File: src/rtl/fetch_pkg.sv
// Shared constants and types for the instruction-fetch front end.
package fetch_pkg;

   localparam logic [31:0] DEFAULT_RESET_PC = 32'h0000_3000;
   localparam logic [31:0] ALIGN_MASK       = 32'hFFFF_FFFC;
   localparam logic [31:0] PC_STEP          = 32'd4;

   typedef enum logic {
      FETCH = 1'b0,
      HOLD  = 1'b1
   } fetch_state_t;

   function automatic logic [31:0] word_align(input logic [31:0] addr);
      return addr & ALIGN_MASK;
   endfunction

endpackage

File: src/rtl/fetch_skid_buf.sv
// Single-entry {instr,pc} buffer that catches a fetch returning while ID is stalled.
module fetch_skid_buf
   import fetch_pkg::*;
(
   input  logic        clk,
   input  logic        reset,
   input  logic        load,
   input  logic        drain,
   input  logic        flush,
   input  logic [31:0] load_instr,
   input  logic [31:0] load_pc,
   output logic        full,
   output logic [31:0] instr,
   output logic [31:0] pc
);

   // Capture on load; drain or flush empties the entry. Data is kept on empty.
   always_ff @(posedge clk) begin
      if (!reset) begin
         full  <= 1'b0;
         instr <= '0;
         pc    <= '0;
      end else if (flush || drain) begin
         full <= 1'b0;
      end else if (load) begin
         full  <= 1'b1;
         instr <= load_instr;
         pc    <= load_pc;
      end
   end

endmodule

File: src/rtl/fetch_unit.sv
// Instruction-fetch front end: PC register, imem req/ready handshake, IF/ID register.
//
// state | meaning
// ------+-----------------------------------------------------------
// FETCH | request outstanding at pc; accept, bubble or redirect
// HOLD  | ID stalled with a fetched word parked in the skid buffer
module fetch_unit
   import fetch_pkg::*;
#(
   parameter logic [31:0] RESET_PC = DEFAULT_RESET_PC
)(
   input  logic        clk,
   input  logic        reset,
   input  logic        redirect_valid,
   input  logic [31:0] redirect_pc,
   input  logic        stall,
   output logic        imem_req,
   output logic [31:0] imem_addr,
   input  logic        imem_ready,
   input  logic [31:0] imem_rdata,
   output logic        id_valid,
   output logic [31:0] id_instr,
   output logic [31:0] id_pc,
   output logic [31:0] id_pc4,
   output logic        fetch_err
);

   fetch_state_t state;
   logic [31:0]  pc;
   logic         skid_full;
   logic [31:0]  skid_instr;
   logic [31:0]  skid_pc;
   logic         skid_load;
   logic         skid_drain;
   logic         skid_flush;

   assign imem_req  = (state == FETCH);
   assign imem_addr = pc;

   assign skid_load  = (state == FETCH) && !redirect_valid && imem_ready && stall;
   assign skid_drain = (state == HOLD)  && !redirect_valid && !stall;
   assign skid_flush = (state == HOLD)  && redirect_valid;

   fetch_skid_buf u_skid (
      .clk        (clk),
      .reset      (reset),
      .load       (skid_load),
      .drain      (skid_drain),
      .flush      (skid_flush),
      .load_instr (imem_rdata),
      .load_pc    (pc),
      .full       (skid_full),
      .instr      (skid_instr),
      .pc         (skid_pc)
   );

   // PC, FSM, IF/ID register and sticky misalignment flag.
   always_ff @(posedge clk) begin
      if (!reset) begin
         state     <= FETCH;
         pc        <= RESET_PC;
         id_valid  <= 1'b0;
         id_instr  <= '0;
         id_pc     <= '0;
         id_pc4    <= '0;
         fetch_err <= 1'b0;
      end else if (redirect_valid) begin
         // Redirect beats stall: whatever sits in ID is wrong-path.
         state    <= FETCH;
         pc       <= word_align(redirect_pc);
         id_valid <= 1'b0;
         if (redirect_pc[1:0] != 2'b00) fetch_err <= 1'b1;
      end else begin
         case (state)
            FETCH: begin
               if (imem_ready && !stall) begin
                  id_instr <= imem_rdata;
                  id_pc    <= pc;
                  id_pc4   <= pc + PC_STEP;
                  id_valid <= 1'b1;
                  pc       <= pc + PC_STEP;
               end else if (imem_ready) begin
                  pc    <= pc + PC_STEP;
                  state <= HOLD;
               end else if (!stall) begin
                  id_valid <= 1'b0;
               end
            end
            HOLD: begin
               if (!stall && skid_full) begin
                  id_instr <= skid_instr;
                  id_pc    <= skid_pc;
                  id_pc4   <= skid_pc + PC_STEP;
                  id_valid <= 1'b1;
                  state    <= FETCH;
               end else if (!stall) begin
                  state <= FETCH;
               end
            end
            default: state <= FETCH;
         endcase
      end
   end

endmodule
File: config.mk
export PLATFORM = sky130hd
export DESIGN_NAME = fetch_unit
export DESIGN_NICKNAME = d
export VERILOG_FILES = /design/src/rtl/fetch_pkg.sv /design/src/rtl/fetch_skid_buf.sv /design/src/rtl/fetch_unit.sv
export SDC_FILE = /design/constraint.sdc
export NUM_CORES = 1
export LEC_CHECK = 0
export ABC_AREA = 1
export CAP_MARGIN = 10
export CORE_UTILIZATION = 30
export CTS_BUF_LIST = sky130_fd_sc_hd__clkbuf_16
export CTS_CLUSTER_DIAMETER = 60
export DETAILED_ROUTE_END_ITERATION = 12
export SLEW_MARGIN = 10
export SYNTH_ARGS = -nofsm -noshare
export SYNTH_HDL_FRONTEND = slang
export SYNTH_SLANG_ARGS = --single-unit
File: constraint.sdc
create_clock -name clk -period 2.2 [get_ports clk]
set_clock_uncertainty 0.1 [all_clocks]
set_input_delay 0.33 -clock clk [delete_from_list [all_inputs] [get_ports clk]]
set_output_delay 0.33 -clock clk [all_outputs]
set_load 0.01 [all_outputs]
# After elaboration in Yosys (flattened, before gate mapping)
# Cells that the tools add are included.
# word_totals
out_inout_bits,131
register_bits,196
inputBits,69
# op_classes
mux,23
n_addsub,2
eq_ne,5
bitwise,4
n_reduce_logical,22
# op_table
op,count
$mux W32,10
$pmux W32 S2,3
$add A32 B3 Y32 const B,2
$logic_and A1 B1 Y1,8
$mux W1,8
$reduce_and A2 Y1,4
$ne A3 B2 Y1 const B,2
$reduce_and A3 Y1,2
$ne A2 B1 Y1 const B,2
$not A1 Y1,4
$pmux W1 S2,2
$reduce_bool A2 Y1,2
$reduce_or A2 Y1,2
$reduce_bool A3 Y1,1
$logic_not A1 Y1,2
$ne A2 B2 Y1 const B,1
$logic_or A1 B1 Y1,1

# Depth between registers and ports, before layout
# depth
word_depth,6
ltp_mapped,12

# Modules after synthesis
# Synthesis repeated with hierarchy kept, for this count alone.
# hier_totals
hier_cells,1431
area_unflattened_um2,9635.5
# modules_own_cells
mod,area_per_inst_um2,instances,cells_each
fetch_unit,6700.2,1,1008
fetch_skid_buf,2935.3,1,423

# Worst setup path before layout
# OpenSTA, ideal clock, no wires.
# synth_path
kind,flip-flop to flip-flop
from,"reg pc[3], in the netlist imem_addr[3]"
to,reg id_pc4[28]
period_less_slack_ns,1.657
path_buffers,0
t_arrival_ns,1.440
stages_incl_launch_ff,11
slack_ns,0.543
path_cell_list,dfxtp_1 -> ha_1 -> nand3_1 -> nor2_2 -> nand2_1 -> clkinv_1 -> nand3_1 -> nand3_1 -> nand2_1 -> a21oi_1 -> nor2_1
# synth_between
elab_chain_cells,3
# synth_lines
element,line_no,rtl
from (decl),fetch_unit.sv:29,logic [31:0] pc;
from (signal assigned),fetch_unit.sv:70,pc <= word_align(redirect_pc);
from (signal assigned),fetch_unit.sv:81,pc <= pc + PC_STEP;
from (signal assigned),fetch_unit.sv:83,pc <= pc + PC_STEP;
$add A32 B3 Y32,fetch_unit.sv:79,id_pc4 <= pc + PC_STEP;
$mux W32,fetch_unit.sv:76,if (imem_ready && !stall) begin
$pmux W32 S2,fetch_unit.sv:74,case (state)
to (signal assigned),fetch_unit.sv:79,
to (signal assigned),fetch_unit.sv:93,id_pc4 <= skid_pc + PC_STEP;
to (decl),fetch_unit.sv:24,"output logic [31:0] id_pc4,"
# Every way passes these cells. The select of a mux whose other input is x is not followed.
# A chain may end at the register's enable or synchronous reset.

# Worst setup path after layout
# layout_path
from,"reg pc[17], in the netlist imem_addr[17]"
to,out imem_addr[17]
# layout_rtl
element,line_no,rtl
to (decl),fetch_unit.sv:18,"output logic [31:0] imem_addr,"
# No word-level cell between the ends.

==> impl_metrics.yaml <==
status:
  status: "complete, no violations"
hold_path:
  min_from: "reset"
  min_path_type: "in2reg"
sta:
  hold_viol: 0
  rsz0062_at_grt: "false"
  finalSetupTns_ns: 0
  fin_hold_ws_ns: 0.2049
  final-setup-viol-count: 0
  fin_crit_sh_pct: 94.19
  fmax_mhz: 482.6
  finalMaxSlewViolations: 0
  min_period_ns: 2.072
finish:
  stdcell_area_mm2: 0.01231
  fill_cells: 3127
  instances_no_fill: 1924
  drive_gt1_share_pct: 8.018
  diodes: 0
  fin_nets: 1592
  area_growth_pct: 34.75
critical_path:
  crit_fanout: 5
  required_ns: 1.77
  criticalPathCategory: "reg2out"
  crit_path_top_delay_cell: "clkdlybuf4s50_1"
  cp-end-kind: "output pin"
  start_kind: "flip-flop"
  critPathLaunch: "imem_addr[17]"
  cpPeakStageDelay_ns: 0.53
  cp_cell_sequence: "buf_4 -> clkdlybuf4s50_1"
  worstPathArrival_ns: 1.64
  r2r-start: "imem_addr[11]"
  reg2reg_slack_ns: 0.16
floorplan:
  placementRows: 63
  die_area_mm2: 0.03116
  chipHeight_um: 176.5
  pin_count: 200
  start_util_pct: 30.67
  die_w_um: 176.5
  design.core.area_mm2: 0.02980
place:
  place_hpwl_um: 23120
  portBuffers: 193
  routabilityCongestion: 0.9058
  dp_cells: 1892
  place_area_mm2: 0.01170
clock_network:
  cts_tree: "yes"
  clk_latency_ns: 0.45
  clock-sinks: 188
  cts_setup_buffers: 0
  cts_max_level: 4
  clockBufferDepth: 2
  cts_resized: 0
  hold_buffers: 0
  root_buffer: "clkbuf_16"
  clkSlewWorstSetupHoldPaths_ns: 0.08
  numCtsBuffers: 17
yosys:
  synth_cell_type_count: 37
  ys_ff_latch: 188
  synth_area_mm2: 0.009138
  netlist_instances: 1343
  avgSynthCellArea_um2: 6.804
  yosysWarnings: 0
  ys_seq_area_share_pct: 41.19
grt:
  grt_pass1_wl_um: 50640
  track_usage_pct: 21.08
  grt_max_degree: 70
  grt_pass1_vias: 9036
  grt-ovfl-total: 0
  grt_antenna_before_repair: 0
pwr:
  ir_drop_v: 0.0004919
  total_power_mw: 8.161
  powerDensity_mw_per_mm2: 662.8
  p_leak_nw: 4.731
routing:
  vias: 9521
  vias_per_cell: 4.949
  drt_iter0_drc: 678
  drc_errors: 0
  drt_wl_total_um: 32650
  firstDrtPassIters: 6
  ant_nets: 0
  wl_per_cell_um: 16.97
flow_run:
  cap_violations: 0
-- cells in the final DEF (no fill, tap or decap), types with 6 or more instances in the layout --
| cell type | n |
|---|---|
| buf_4 | 34 |
| nand3b_1 | 8 |
| nor2_2 | 13 |
| nand2_1 | 385 |
| a21oi_1 | 52 |
| a31oi_1 | 81 |
| nand3_1 | 65 |
| o211ai_1 | 8 |
| nor2_1 | 172 |
| o21ai_1 | 24 |
| clkbuf_16 | 17 |
| conb_1 | 6 |
| o21ai_0 | 125 |
| nor2_4 | 8 |
| inv_1 | 68 |
| nand2_2 | 9 |
| buf_12 | 14 |
| xnor2_1 | 6 |
| dfxtp_1 | 187 |
| clkdlybuf4s50_1 | 192 |
| xor2_1 | 20 |
-- worst max-delay path, delay by kind of cell, from the launching register on --
| family | cells | cell delay (ns) |
|---|---|---|
| buffers and inverters | 2 | 0.72 |
| flip-flops | 1 | 0.48 |
-- power breakdown --
part           leakage [nW]  internal, mW  switching (mW)
Clock                 0.301          1.57            1.67
Combinational          2.89         0.564           0.608
Sequential             1.54          3.58           0.166
Total                  4.73          5.71            2.45
-- cell type report --
cell class                 instances  area, um^2  share of cell area, %
clock inverter                    15       192.7                  1.565
tap                              390       488.0                  3.963
multi-input combinational       1000        4703                  38.20
sequential                       188        3767                  30.60
inverter                          74       279.0                  2.266
timing repair buffer             240        2457                  19.96
clock buffer                      17       425.4                  3.455
-- metal layers --
metal	up-vias	global-route usage (%)	wire, um
li1	4746	-	-
met1	4404	27.00	14110
met2	327	35.05	15520
met3	44	4.522	2328
met4	0	6.753	688
met5	-	0	0
-- logic make-up (layout without fill, tap and decap cells) --
logic type                 after synthesis  count (layout)  synth area share (%)
and+or+nand+nor                        670             670                 30.62
AOI/OAI and AO/OA                      295             295                 17.66
DFF                                    188             188                 41.19
buffers and inverters                  160             346                 7.545
xor gates and xnor gates                27              27                 2.670
adders and majority gates                2               2                0.2738
other                                    1               6               0.04104
-- cells in the mapped netlist --
cell type	instances	area (um^2)
a21oi_1	52	260.3
a22oi_1	1	7.510
a31oi_1	81	506.7
and2_1	2	12.51
buf_1	2	7.510
buf_2	22	110.1
buf_4	14	105.1
buf_6	1	11.26
clkbuf_1	46	172.7
clkbuf_2	1	5.000
clkinv_1	2	7.510
conb_1	1	3.750
dfxtp_1	188	3764
ha_1	2	25.02
inv_1	68	255.2
inv_2	4	15.01
nand2_1	385	1445
nand2_2	9	56.30
nand2_4	2	22.52
nand3_1	65	325.3
nand3_2	2	20.02
nand3b_1	8	60.06
nand4_1	2	12.51
nor2_1	172	645.6
nor2_2	13	81.33
nor2_4	8	90.09
nor2_8	1	20.02
o211ai_1	8	60.06
o21a_1	1	7.510
o21ai_0	125	625.6
o21ai_1	24	120.1
o21ai_2	1	8.760
o221ai_1	2	17.52
or2_2	1	6.260
xnor2_1	6	52.55
xor2_1	20	175.2
xor2_2	1	16.27
-- stage by stage --
stage,utilization (%),setup slack [ns]
5_1_grt,41.32,0.05591
3_3_place_gp,39.25,0.2208
2_1_floorplan,-,0.5429
3_5_place_dp,39.25,0.1487
6_report,41.32,0.1279
4_1_cts,41.32,0.1100
-- worst paths after layout --
check	end	depth (start not counted)
worst max-delay path	imem_addr[17]	2
worst max register to register	id_pc4[31]	10
worst min register to register	fetch_err	2
worst min-delay path	imem_addr[31]	2
-- state kept, by name (all words and copies together), names as in the netlist --
name and count:
id_pc 30, id_instr 32, u_skid.pc 30, id_valid 1, u_skid.instr 32, state 1, imem_addr 30, u_skid.full 1
fetch_err 1, id_pc4 30
Note: power is estimated with default switching activity, not from simulation.
==> edit 1: new RTL, same settings <==
Make the reset (`reset`) asynchronous in 2 clocked blocks.
--- a/src/rtl/fetch_skid_buf.sv
+++ b/src/rtl/fetch_skid_buf.sv
@@ -16,5 +16,5 @@
 
    // Capture on load; drain or flush empties the entry. Data is kept on empty.
-   always_ff @(posedge clk) begin
+   always_ff @(posedge clk or negedge reset) begin
       if (!reset) begin
          full  <= 1'b0;
--- a/src/rtl/fetch_unit.sv
+++ b/src/rtl/fetch_unit.sv
@@ -56,5 +56,5 @@
 
    // PC, FSM, IF/ID register and sticky misalignment flag.
-   always_ff @(posedge clk) begin
+   always_ff @(posedge clk or negedge reset) begin
       if (!reset) begin
          state     <= FETCH;
Behaviour: differs if reset is asserted again (counterexample within 4 cycles, from zero or initial values and one cycle with reset low); with reset held inactive, the same outputs for 4 cycles.
==> edit 1 against the original RTL <==
  * Synthesized cell count down 11%
  * Cell area increased by 3.6%
  * Routed wire length shrank 5.5%
  * Critical path depth down 1
  * Die area increased by 5.3%
  * Non-clock buffer count down 8
  * Sequential cell count did not move
  * Critical path type unchanged
  * Largest cell class is now flip-flops and latches
  * Critical endpoint is now imem_addr[13]
  * Highest routed layer unchanged
  * Area after synthesis grew 5.4%
  * Worst setup slack improved by 0.022 ns
Power is not compared: it rests on default switching activity, and its combinational part moved more than twofold at a synthesized area within 25%.
==> edit 1: results (changes against the original RTL) <==
metric;value;unit;change
critPathMaxStageDelay;0.60;ns;+0.07 ns
r2r_cells;12;;+2
synth-compound-area-share;0.0928;;-0.0839
critPathTopFamily;flip-flops;;
synthXorXnorAreaFrac;0.0227;;-0.00396
grt_start_max_net_pins;64;;-8.6%
syn-instance-count;1192;;-11%
dpl.cell_count;1768;;-6.6%
use_met2;0.301;;-0.0499
routed_via_density;4.86;;-1.9%
routed_wl;30.8;mm;-5.5%
ir_drop;557;uV;
critPathMaxFanout;6;;+1
fin_hold_ws;0.299;ns;+0.0939 ns
synth-seq-area-share;0.489;;+0.0769
area_delta_synth_final;32.5;%;
layout.nonclk_buf_frac;0.183;;-0.0169
cts-buffers-inserted;17;;unchanged
grt_use_met1;0.280;;+0.00951
cts_buffer_depth;2;;unchanged
async_flop_share;1.00;;+1.00
cts_hold_buffers;1;;+1
clkTransAtPathRegs;0.08;ns;about the same
dp_hpwl;22.7;mm;-1.8%
muxShareOfSynthArea;0.0464;;+0.0464
grt_pass1_wl;49.7;mm;-1.9%
drive_above_1_share;0.0965;;+0.0163
synthAdderAreaFrac;0.00260;;-0.000140
place_area;12200;um2;+4.1%
nNonClkInverters;56;;-24%
met3_usage;0.0353;;-0.00994
status;completed;;
fillerInstances;3213;;+2.8%
wl_per_cell;17.1;um;+0.94%
synthTopCellsByArea;dfrtp_1 (48%), nand2_1 (17%), nor2_1 (5.3%);;
p_leak;5.56;nW;
cts_setup_buffers;0;;unchanged
signal_buffers;232;;-3.3%
nets;1457;;-8.5%
multi_input_area_share;0.347;;-0.0354
grt_pass1_vias;8682;;-3.9%
r2r_slack;0.21;ns;+0.05 ns
worstHoldPathType;input pin to async pin;;
switching_share;0.325;;
grt.total_usage;0.195;;-0.0157
sh_seq_area;0.369;;+0.0630
r2r-start;u_skid.pc[3];;
dr.pass1.iters;5;;-1
multi_input_gates;891;;-11%
nWellTaps;402;;+3.1%
worst_pin_slew;0.728;ns;
yosys-top-cells-count;nand2_1 (446), dfrtp_1 (186), nor2_1 (135), a31oi_1 (62), nand3_1 (58);;
r2r_end;id_pc4[24];;
drtIter0Drc;751;;+11%
place_ws;0.162;ns;+0.0135 ns
slowest_stage;dfstp_2;;
cp_data_arrival_time;1.62;ns;-0.02 ns
clk_share;0.0457;;-0.00451
gp_congestion;0.869;;-4.0%
==> edit 1: how the worst max path moves through the flow <==
stage                         startpoint             to  slack [ns]  cells past startpoint
after global placement    redirect_valid   imem_addr[8]        0.19                      4
after CTS                          state       imem_req        0.14                      2
after floorplan             imem_addr[3]     id_pc4[18]        0.50                      9
after global routing        u_skid.pc[3]     id_pc4[30]        0.04                     10
final                      imem_addr[13]  imem_addr[13]        0.15                      1
after detailed placement  redirect_valid   imem_addr[7]        0.16                      4
==> edit 1: power groups by stage <==
stage / Combinational, mW / Sequential, mW / Clock [mW]
finish: 2.78 / 4.73 / 3.15
global route: 3.06 / 4.82 / 3.38
floorplan: 1.13 / 4.82 / 0
CTS: 2.81 / 4.72 / 3.22
detailed placement: 2.79 / 4.79 / 0
global placement: 2.76 / 4.78 / 0
==> edit 1: routing by layer <==
layer | share of wire | vias to the layer above
li1 | - | 4257
met1 | 0.48 | 4156
met2 | 0.45 | 301
met3 | 0.052 | 31
met4 | 0.019 | 0
met5 | 0 | -
==> edit 2: new RTL, same flow settings <==
Made on the original files. Put one more register stage on the output `fetch_err`. The value now appears one clock later. The other outputs are not delayed to match.
--- a/src/rtl/fetch_unit.sv
+++ b/src/rtl/fetch_unit.sv
@@ -25,4 +25,6 @@
    output logic        fetch_err
 );
+
+   logic fetch_err_s0;
 
    fetch_state_t state;
@@ -64,5 +66,5 @@
          id_pc     <= '0;
          id_pc4    <= '0;
-         fetch_err <= 1'b0;
+         fetch_err_s0 <= 1'b0;
       end else if (redirect_valid) begin
          // Redirect beats stall: whatever sits in ID is wrong-path.
@@ -70,5 +72,5 @@
          pc       <= word_align(redirect_pc);
          id_valid <= 1'b0;
-         if (redirect_pc[1:0] != 2'b00) fetch_err <= 1'b1;
+         if (redirect_pc[1:0] != 2'b00) fetch_err_s0 <= 1'b1;
       end else begin
          case (state)
@@ -103,3 +105,7 @@
    end
 
+   always_ff @(posedge clk) begin
+      fetch_err <= fetch_err_s0;
+   end
+
 endmodule
Function: changed (a bounded check fails within 4 cycles, from zero or initial values and one cycle with reset low).
==> edit 2 against the original RTL <==
  * Area after synthesis is 0.22% higher
  * Total power down 2.7%
  * Cell area shrank 0.82%
  * Sequential cell count rose by 1
  * Global-route usage down 0.48 points
  * First-iteration DRC count up 12%
  * Routed wire length shrank 1.7%
  * Worst setup slack better by 0.035 ns
  * Critical path type is now flop to flop
  * Largest cell class unchanged
==> edit 2: results (changes against the original RTL) <==
metric;value;unit;change
grt_pass1_wl;49.8;mm;-1.6%
critPathMaxStageDelay;0.41;ns;-0.12 ns
h-tree-depth;4;;unchanged
vias;9444;;-0.81%
met3_usage;0.0526;;+0.00740
wl_per_cell;16.7;um;-1.6%
hold_depth;0;;-2
grt.total_usage;0.206;;-0.00485
r2r_cells;7;;-3
critical_path_class;flop to flop;;
ir_drop;386;uV;-22%
status;completed;;
worstHoldPathType;flop to flop;;
nets;1591;;-0.063%
fin_hold_ws;0.258;ns;+0.0531 ns
p_leak;4.69;nW;-0.95%
clkTransAtPathRegs;0.07;ns;
critPathMaxFanout;91;;+86
synthTopCellsByArea;dfxtp_1 (41%), nand2_1 (16%), nor2_1 (7.1%);;
dp_hpwl;22.8;mm;-1.5%
holdPathEnd;fetch_err;;
drive_above_1_share;0.0777;;-0.00251
grt_start_max_net_pins;110;;+57%
gp_congestion;0.896;;-1.0%
synthAdderAreaFrac;0.00273;;-0.00000599
place_ws;0.00791;ns;-0.141 ns
synth_cell_type_count;37;;unchanged
fin_crit_sh;0.926;;-0.0157
fillerInstances;3121;;-0.19%
synth-seq-area-share;0.413;;+0.00129
drtIter0Drc;760;;+12%
r2r-start;state;;
r2r_end;id_pc4[7];;
slowest_stage;buf_4;;
synth-compound-area-share;0.176;;-0.000386
grt_pass1_vias;8871;;-1.8%
grt_use_met1;0.260;;-0.00977
min_from;fetch_err_s0;;
synthXorXnorAreaFrac;0.0266;;-0.0000584
yosys-top-cells-count;nand2_1 (385), dfxtp_1 (189), nor2_1 (172), o21ai_0 (125), a31oi_1 (81);;
root_buffer;clkbuf_16;;
cp_data_arrival_time;2.27;ns;+0.63 ns
r2r_slack;0.16;ns;
==> edit 2: layout make-up <==
class / instances / area, um2 / area share
Inverter: 74 / 279 / 0.0228
Sequential cell: 189 / 3790 / 0.310
Clock buffer: 17 / 425 / 0.0348
Tap cell: 390 / 488 / 0.0400
Timing Repair Buffer: 238 / 2400 / 0.197
Clock inverter: 14 / 124 / 0.0101
Multi-Input combinational cell: 1000 / 4700 / 0.385
==> edit 2: through the flow <==
step / instance area [um2] / instances / util
after floorplan: 9180 / 1349 / -
after global placement: 11700 / 1891 / 0.391
after detailed placement: 11700 / 1891 / 0.391
after CTS: 12200 / 1922 / 0.410
after global routing: 12200 / 1922 / 0.410
final: 12200 / 1922 / 0.410
==> edit 2: cell families after synthesis <==
kind of cell,after synthesis
and+or+nand+nor,670
DFF,189
buffers and inverters,160
xor gates and xnor gates,27
other,1
AOI/OAI and AO/OA,295
adders and majority gates,2
==> edit 2: worst register-to-register path, stage by stage, from the launching register on <==
cell      delay [ns]
dfxtp_4         0.36
buf_12          0.37
o21ai_2         0.16
nor2_4          0.22
buf_4           0.41
nand3_1         0.15
o211ai_1        0.11
inv_1           0.06
==> edit 2: layer usage <==
layer | share of wire | vias to the layer above | routed length [um]
li1 | - | 4740 | -
met1 | 0.43 | 4372 | 13800
met2 | 0.48 | 291 | 15300
met3 | 0.071 | 41 | 2270
met4 | 0.021 | 0 | 658
met5 | 0 | - | 0
==> edit 2: report_power, final <==
group	switching (mW)	internal, mW
clock network	1.52	1.49
registers	0.167	3.60
logic	0.604	0.557
